==> src/rtl/cc_multishiftcomparator_pkg.sv <==
// Shared definitions for the multi-channel shift comparator: the compare
// mode encodings, the per-channel FSM state type and a popcount helper.
package cc_multishiftcomparator_pkg;

    localparam logic [1:0] MODE_EQ      = 2'b00;
    localparam logic [1:0] MODE_NE      = 2'b01;
    localparam logic [1:0] MODE_OVERLAP = 2'b10;
    localparam logic [1:0] MODE_OFF     = 2'b11;

    typedef enum logic [1:0] {
        ST_IDLE = 2'b00,
        ST_PEND = 2'b01,
        ST_HIT  = 2'b10
    } state_t;

    // Counts set bits in a 32-bit vector. Callers zero-extend narrower
    // vectors, so up to 32 channels can share this helper.
    function automatic logic [5:0] popcount(input logic [31:0] vec);
        logic [5:0] total;
        total = '0;
        for (int i = 0; i < 32; i++) begin
            total = total + {5'b0, vec[i]};
        end
        return total;
    endfunction

endpackage

==> src/rtl/cc_shiftcomparator_channel.sv <==
// One comparator channel: evaluates the masked condition against the
// shared reference and requires HOLD consecutive matching strobes before
// reporting a hit. Also keeps a sticky hit flag until cleared.
module cc_shiftcomparator_channel
    import cc_multishiftcomparator_pkg::*;
#(
    parameter int DATAWIDTH = 23,
    parameter int HOLD      = 2
) (
    input  logic                 clk,
    input  logic                 rst_n,
    input  logic [DATAWIDTH-1:0] data,
    input  logic [DATAWIDTH-1:0] value,
    input  logic [DATAWIDTH-1:0] mask,
    input  logic [1:0]           mode,
    input  logic                 sample,
    input  logic                 clear,
    output logic                 t0_n,
    output logic                 sticky_n,
    output logic                 hit_next,
    output logic                 enter_hit
);

    localparam int RUNW = $clog2(HOLD + 1);
    localparam logic [RUNW-1:0] RUN_HOLD = RUNW'(HOLD);
    localparam logic [RUNW-1:0] RUN_ONE  = RUNW'(1);

    state_t            state_q, state_d;
    logic [RUNW-1:0]   run_q, run_d;
    logic              sticky_q, sticky_d;
    logic [DATAWIDTH-1:0] masked_diff;
    logic [DATAWIDTH-1:0] masked_overlap;
    logic              cond;

    // Compare condition for the currently selected mode; a zero mask is
    // allowed and simply falls out of the arithmetic.
    always_comb begin
        masked_diff    = (data ^ value) & mask;
        masked_overlap = data & value & mask;
        cond           = 1'b0;
        case (mode)
            MODE_EQ:      cond = (masked_diff == '0);
            MODE_NE:      cond = (masked_diff != '0);
            MODE_OVERLAP: cond = (masked_overlap != '0);
            default:      cond = 1'b0;
        endcase
    end

    // State, run counter and sticky flag registers.
    always_ff @(posedge clk or negedge rst_n) begin
        if (!rst_n) begin
            state_q  <= ST_IDLE;
            run_q    <= '0;
            sticky_q <= 1'b1;
        end else begin
            state_q  <= state_d;
            run_q    <= run_d;
            sticky_q <= sticky_d;
        end
    end

    // Next-state logic: clear wins, otherwise only a strobe advances the FSM.
    always_comb begin
        state_d  = state_q;
        run_d    = run_q;
        sticky_d = sticky_q;
        if (clear) begin
            state_d  = ST_IDLE;
            run_d    = '0;
            sticky_d = 1'b1;
        end else if (sample) begin
            case (state_q)
                ST_IDLE: begin
                    if (cond) begin
                        run_d   = RUN_ONE;
                        state_d = (RUN_ONE == RUN_HOLD) ? ST_HIT : ST_PEND;
                    end
                end
                ST_PEND: begin
                    if (cond) begin
                        run_d   = run_q + RUN_ONE;
                        state_d = ((run_q + RUN_ONE) == RUN_HOLD) ? ST_HIT : ST_PEND;
                    end else begin
                        run_d   = '0;
                        state_d = ST_IDLE;
                    end
                end
                ST_HIT: begin
                    if (!cond) begin
                        run_d   = '0;
                        state_d = ST_IDLE;
                    end
                end
                default: begin
                    run_d   = '0;
                    state_d = ST_IDLE;
                end
            endcase
            if (state_d == ST_HIT && state_q != ST_HIT) begin
                sticky_d = 1'b0;
            end
        end
    end

    // Outputs: registered hit/sticky plus next-state views for the top.
    always_comb begin
        t0_n      = (state_q != ST_HIT);
        sticky_n  = sticky_q;
        hit_next  = (state_d == ST_HIT);
        enter_hit = (state_d == ST_HIT) && (state_q != ST_HIT);
    end

endmodule

==> src/rtl/cc_multi_shift_comparator.sv <==
// Multi-channel registered shift comparator. Instantiates one comparator
// channel per data word, registers an any-hit flag from the next-state hit
// vector and keeps a saturating count of hit entries.
module cc_multi_shift_comparator
    import cc_multishiftcomparator_pkg::*;
#(
    parameter int DATAWIDTH = 23,
    parameter int CHANNELS  = 4,
    parameter int HOLD      = 2,
    parameter int CNTWIDTH  = 8
) (
    input  logic                          CC_MULTISHIFTCOMPARATOR_CLOCK_50,
    input  logic                          CC_MULTISHIFTCOMPARATOR_RESET_InLow,
    input  logic [CHANNELS*DATAWIDTH-1:0] CC_MULTISHIFTCOMPARATOR_data_InBUS,
    input  logic [DATAWIDTH-1:0]          CC_MULTISHIFTCOMPARATOR_value_InBUS,
    input  logic [DATAWIDTH-1:0]          CC_MULTISHIFTCOMPARATOR_mask_InBUS,
    input  logic [1:0]                    CC_MULTISHIFTCOMPARATOR_mode_In,
    input  logic                          CC_MULTISHIFTCOMPARATOR_sample_InHigh,
    input  logic                          CC_MULTISHIFTCOMPARATOR_clear_InHigh,
    output logic [CHANNELS-1:0]           CC_MULTISHIFTCOMPARATOR_T0_OutLow,
    output logic                          CC_MULTISHIFTCOMPARATOR_any_OutLow,
    output logic [CHANNELS-1:0]           CC_MULTISHIFTCOMPARATOR_sticky_OutLow,
    output logic [CNTWIDTH-1:0]           CC_MULTISHIFTCOMPARATOR_count_OutBUS
);

    localparam int SUMW = CNTWIDTH + 7;
    localparam logic [CNTWIDTH-1:0] CNT_MAX = {CNTWIDTH{1'b1}};

    logic                clk;
    logic                rst_n;
    logic [CHANNELS-1:0] hit_next_vec;
    logic [CHANNELS-1:0] enter_vec;
    logic [31:0]         enter_ext;
    logic [5:0]          enter_pop;
    logic [SUMW-1:0]     count_sum;
    logic [CNTWIDTH-1:0] count_q, count_d;
    logic                any_q, any_d;

    assign clk   = CC_MULTISHIFTCOMPARATOR_CLOCK_50;
    assign rst_n = CC_MULTISHIFTCOMPARATOR_RESET_InLow;

    for (genvar ch = 0; ch < CHANNELS; ch++) begin : g_channel
        cc_shiftcomparator_channel #(
            .DATAWIDTH (DATAWIDTH),
            .HOLD      (HOLD)
        ) u_channel (
            .clk       (clk),
            .rst_n     (rst_n),
            .data      (CC_MULTISHIFTCOMPARATOR_data_InBUS[ch*DATAWIDTH +: DATAWIDTH]),
            .value     (CC_MULTISHIFTCOMPARATOR_value_InBUS),
            .mask      (CC_MULTISHIFTCOMPARATOR_mask_InBUS),
            .mode      (CC_MULTISHIFTCOMPARATOR_mode_In),
            .sample    (CC_MULTISHIFTCOMPARATOR_sample_InHigh),
            .clear     (CC_MULTISHIFTCOMPARATOR_clear_InHigh),
            .t0_n      (CC_MULTISHIFTCOMPARATOR_T0_OutLow[ch]),
            .sticky_n  (CC_MULTISHIFTCOMPARATOR_sticky_OutLow[ch]),
            .hit_next  (hit_next_vec[ch]),
            .enter_hit (enter_vec[ch])
        );
    end

    // Saturating count of channels entering HIT; any-hit follows next-state
    // so it lines up with T0 on the same edge.
    always_comb begin
        enter_ext = 32'(enter_vec);
        enter_pop = popcount(enter_ext);
        count_sum = SUMW'(count_q) + SUMW'(enter_pop);
        any_d     = ~(|hit_next_vec);
        count_d   = count_q;
        if (CC_MULTISHIFTCOMPARATOR_clear_InHigh) begin
            count_d = '0;
        end else if (count_sum > SUMW'(CNT_MAX)) begin
            count_d = CNT_MAX;
        end else begin
            count_d = count_sum[CNTWIDTH-1:0];
        end
    end

    // Counter and any-hit registers.
    always_ff @(posedge clk or negedge rst_n) begin
        if (!rst_n) begin
            count_q <= '0;
            any_q   <= 1'b1;
        end else begin
            count_q <= count_d;
            any_q   <= any_d;
        end
    end

    assign CC_MULTISHIFTCOMPARATOR_any_OutLow   = any_q;
    assign CC_MULTISHIFTCOMPARATOR_count_OutBUS = count_q;

endmodule
==> config.mk <==
export PLATFORM = sky130hd
export DESIGN_NAME = cc_multi_shift_comparator
export DESIGN_NICKNAME = d
export VERILOG_FILES = /design/src/rtl/cc_multishiftcomparator_pkg.sv /design/src/rtl/cc_shiftcomparator_channel.sv /design/src/rtl/cc_multi_shift_comparator.sv
export SDC_FILE = /design/constraint.sdc
export NUM_CORES = 1
export LEC_CHECK = 0
export CAP_MARGIN = 40
export CELL_PAD_IN_SITES_DETAIL_PLACEMENT = 0
export CELL_PAD_IN_SITES_GLOBAL_PLACEMENT = 1
export CORE_MARGIN = 2
export CORE_UTILIZATION = 32
export DETAILED_ROUTE_END_ITERATION = 8
export GPL_ROUTABILITY_DRIVEN = 0
export MAX_ROUTING_LAYER = met4
export PLACE_DENSITY = 0.84
export SYNTH_ARGS = -nofsm -noshare
export SYNTH_HDL_FRONTEND = slang
export SYNTH_SLANG_ARGS = --single-unit
==> constraint.sdc <==
create_clock -name CC_MULTISHIFTCOMPARATOR_CLOCK_50 -period 3.3 [get_ports CC_MULTISHIFTCOMPARATOR_CLOCK_50]
set_clock_uncertainty 0.15 [all_clocks]
set_input_delay 0.825 -clock CC_MULTISHIFTCOMPARATOR_CLOCK_50 [delete_from_list [all_inputs] [get_ports CC_MULTISHIFTCOMPARATOR_CLOCK_50]]
set_output_delay 0.825 -clock CC_MULTISHIFTCOMPARATOR_CLOCK_50 [all_outputs]
set_load 0.005 [all_outputs]
==> impl_metrics.toml <==
[outcome]
status = "complete, but fails checks"
violations = "setup timing"

[global_route]
track_usage_pct = 28.17
antenna_found_initial = 3
grt_pass1_wl_um = 27660
gr-total-overflow = 0
grt_max_degree = 31
grt_pass1_vias = 5283

[synth]
avgSynthCellArea_um2 = 9.131
synth_commonest_cells = "ha_1 (97), a22oi_1 (37), a221oi_1 (25), a22o_1 (25), dfrtp_1 (24)"
ys_seq_elements = 29
syn_nets = 681
synthTopCellsByArea = "ha_1 (30%), dfrtp_1 (15%), a22oi_1 (7.0%)"
synth_compound_area_share_pct = 27.16
yosys.area_share.adder_pct = 31.92
syn_inst = 437
synth-xor-area-share_pct = 0.8780
synthMuxAreaShare_pct = 1.756
yosysTopAreaCell = "ha_1"
synth_area_mm2 = 0.003990
ys_types = 49
synth_edf_count = 0
synth_most_common_cell = "ha_1"
yosysSeqAreaShare_pct = 18.34
synthSimpleGateAreaFrac_pct = 13.36
yosys_most_used_dff = "dfrtp_1"
yosys.area.top_type_share_pct = 30.42
synth_top_family_by_area = "adder cells"
ys_async_sr_fraction_pct = 100.0
yosys_warnings = 0

[floorplanning]
ios = 161
rows = 40
dieHeight_um = 115.7
core_area_mm2 = 0.01211
die_w_um = 115.7
fp.dieArea_mm2 = 0.01338
start_util_pct = 32.94

[power]
combinationalPowerShare_pct = 45.0
power_switching_w = 0.0005250
pwr_density_cell_mw_per_mm2 = 235.7
seq_power_share_pct = 22.8
p_int_w = 0.001134
switching_share_pct = 31.64
ir_drop_mv = 0.2393
p_leak_nw = 3.122
clkPwrFrac_pct = 32.2

[layout]
fillCellCount = 1074
instances_no_fill = 830
drive_gt1_share_pct = 35.66
multi_input_area_mm2 = 0.003655
area_delta_synth_final_pct = 76.48
final_area_mm2 = 0.007042
regArea_um2 = 732.0
post-route-util_pct = 58.14
nNetsFinal = 902

[detailed_routing]
routed.top_layer = "met4"
drtAntennaViolNets = 0
drc = 0
dr_total_vias = 4866
wl_met2_um = 8533
wl_met1_um = 7091
first_pass_iters = 5
routedWlPerCell_um = 22.22
dr_wl_met3_um = 1769
vias_per_cell = 5.863
drt_iter0_drc = 360
wl_um = 18440

[clock_tree]
cts.clk_slew.worst_paths_ps = 50
clockBufferDepth = 2
clock-sinks = 29
cts_inserted_buffers = 5
cts_tree = "done"
clockRootBuffer = "clkbuf_16"
clk_latency_ps = 270
hold_buffers = 0
htree_levels = 2

[setup_path]
cp.required_ps = 3290
path_class = "input pin to flip-flop"
critical_path.max_fanout = 8
cp_slowest_cell = "fa_1"
path_depth = 15
cp-start-kind = "input pin"
cp.arrival_ps = 4050
critPathMaxStageDelay_ps = 560
cp.buffers_inverters = 3
worstPathCellList = "clkdlybuf4s15_1 -> ha_1 -> a221oi_2 -> nand4_1 -> o21bai_2 -> mux2i_4 -> nor3_2 -> nand2_1 -> fa_1 -> fa_2 -> inv_2 -> fa_2 -> buf_4 -> nand2_4 -> a21oi_1"
r2r_cells = 12
cp-end-kind = "flip-flop"
critPathTopFamily = "adder cells"
cpMostUsedCell = "fa_2"

[sta]
finalHoldViolations = 0
min_period_ps = 4062
drv_slew = 0
maxSlewHeadroom_pct = 70.63
setup_viol_count_final = 8
clock.fmax_mhz = 246.2
finalWorstSetupSlack_ps = -761.7
rsz0062_at_grt = "true"
tightest_slew_ps = 440.6
period_share_pct = 123.1

[placement]
placed_cells = 809
io_buffer_count = 160
dpl_cell_area_mm2 = 0.006359
pre_cts_ws_ps = -1478
dp_hpwl_um = 14840

[min_path]
holdCritPathClass = "flip-flop to flip-flop"
worstHoldPathCells = 2

[run]
maxCapViolations = 0
-- worst paths after layout --
| path | startpoint | end | slack [ps] |
|---|---|---|---|
| worst min-delay path | g_channel[2].u_channel.sticky_n$_DFFE_PN1P_ | g_channel[2].u_channel.sticky_n$_DFFE_PN1P_ | 330 |
| min in group asynchronous | CC_MULTISHIFTCOMPARATOR_RESET_InLow | g_channel[2].u_channel.run_q[1]$_DFFE_PN0P_ | 780 |
| worst max register to register | g_channel[2].u_channel.run_q[1]$_DFFE_PN0P_ | CC_MULTISHIFTCOMPARATOR_count_OutBUS[1]$_DFF_PN0_ | 490 |
| worst min register to register | g_channel[2].u_channel.sticky_n$_DFFE_PN1P_ | g_channel[2].u_channel.sticky_n$_DFFE_PN1P_ | 330 |
| worst max-delay path | CC_MULTISHIFTCOMPARATOR_data_InBUS[50] | CC_MULTISHIFTCOMPARATOR_count_OutBUS[1]$_DFF_PN0_ | -760 |
| max in group asynchronous | CC_MULTISHIFTCOMPARATOR_RESET_InLow | g_channel[0].u_channel.sticky_n$_DFFE_PN1P_ | 1890 |
-- worst reg2reg max path: cells and delay by family, from the launching register on --
family	cells	cell delay, ps
simple gates	3	290
flops	1	380
fa+ha+maj	4	1340
compound gates	1	60
buf+inv	4	450
-- flip-flops by register name, indices dropped and copies added, names as in the netlist --
| signal | flops |
|---|---|
| g_channel.u_channel.sticky_n | 4 |
| CC_MULTISHIFTCOMPARATOR_any_OutLow | 1 |
| g_channel.u_channel.run_q | 8 |
| CC_MULTISHIFTCOMPARATOR_count_OutBUS | 8 |
| g_channel.u_channel.state_q | 8 |
-- routing by layer --
layer	vias to the layer above	GRT usage (%)
met1	2286	33.19
li1	2168	-
met5	-	-
met3	91	6.328
met4	0	12.22
met2	321	46.16
-- power by group through the flow --
| stage | registers [W] | clock network (W) | logic, W |
|---|---|---|---|
| 2_1_floorplan | 0.000379 | 0 | 0.000269 |
| 3_3_place_gp | 0.000383 | 0 | 0.000649 |
| 3_5_place_dp | 0.000384 | 0 | 0.000659 |
| 4_1_cts | 0.000378 | 0.000536 | 0.000697 |
| 5_1_grt | 0.000379 | 0.000559 | 0.000796 |
| 6_report | 0.000378 | 0.000534 | 0.000747 |
-- cell type report --
cell class	count	area share, %
well taps	168	2.985
clock inverters	1	0.4264
inverters	14	0.7463
diodes	3	0.1066
flip-flops and latches	29	10.39
multi-input cells	354	51.90
repair buffers	254	31.41
clock buffers	7	2.026
-- stage by stage --
step                      hold WS [ps]  TNS, ps  power [W]
after global routing             354.7    -6876   0.001734
after global placement           318.6   -15210   0.001032
after CTS                        338.1    -5254   0.001611
final                            334.0    -5872   0.001659
after detailed placement         331.6   -16330   0.001043
after floorplan                  305.1    -5216  0.0006474
-- cells by family (layout without fill, tap and decap cells) --
group	count (synthesis)	after routing
other cells	0	3
mux	6	6
fa+ha+maj	100	100
compound gates	142	142
flops	29	29
simple gates	102	102
xor+xnor	4	4
buf+inv	54	276
-- cell usage in the layout, fill, tap and decap left out, drive strengths merged, types with 5 or more instances in the layout --
cell type	count
dlymetal6s2s	9
dlygate4sd2	44
o21ai	11
nand2	21
clkdlybuf4s50	60
a22oi	37
nor2	21
clkbuf	13
a22o	25
nand4	12
nand2b	13
buf	116
a221oi	25
inv	14
dfstp	5
a31oi	6
dfrtp	24
clkdlybuf4s15	19
ha	97
nand3	10
a21oi	19
nor3	13
-- what timing repair did --
item	4_1_cts	5_1_grt
setup endpoints to repair	17	13
pin swaps	80	46
gates resized for setup	254	47
cloned	0	0
setup buffers	19	3
Note: power is estimated with default switching activity, not from simulation.
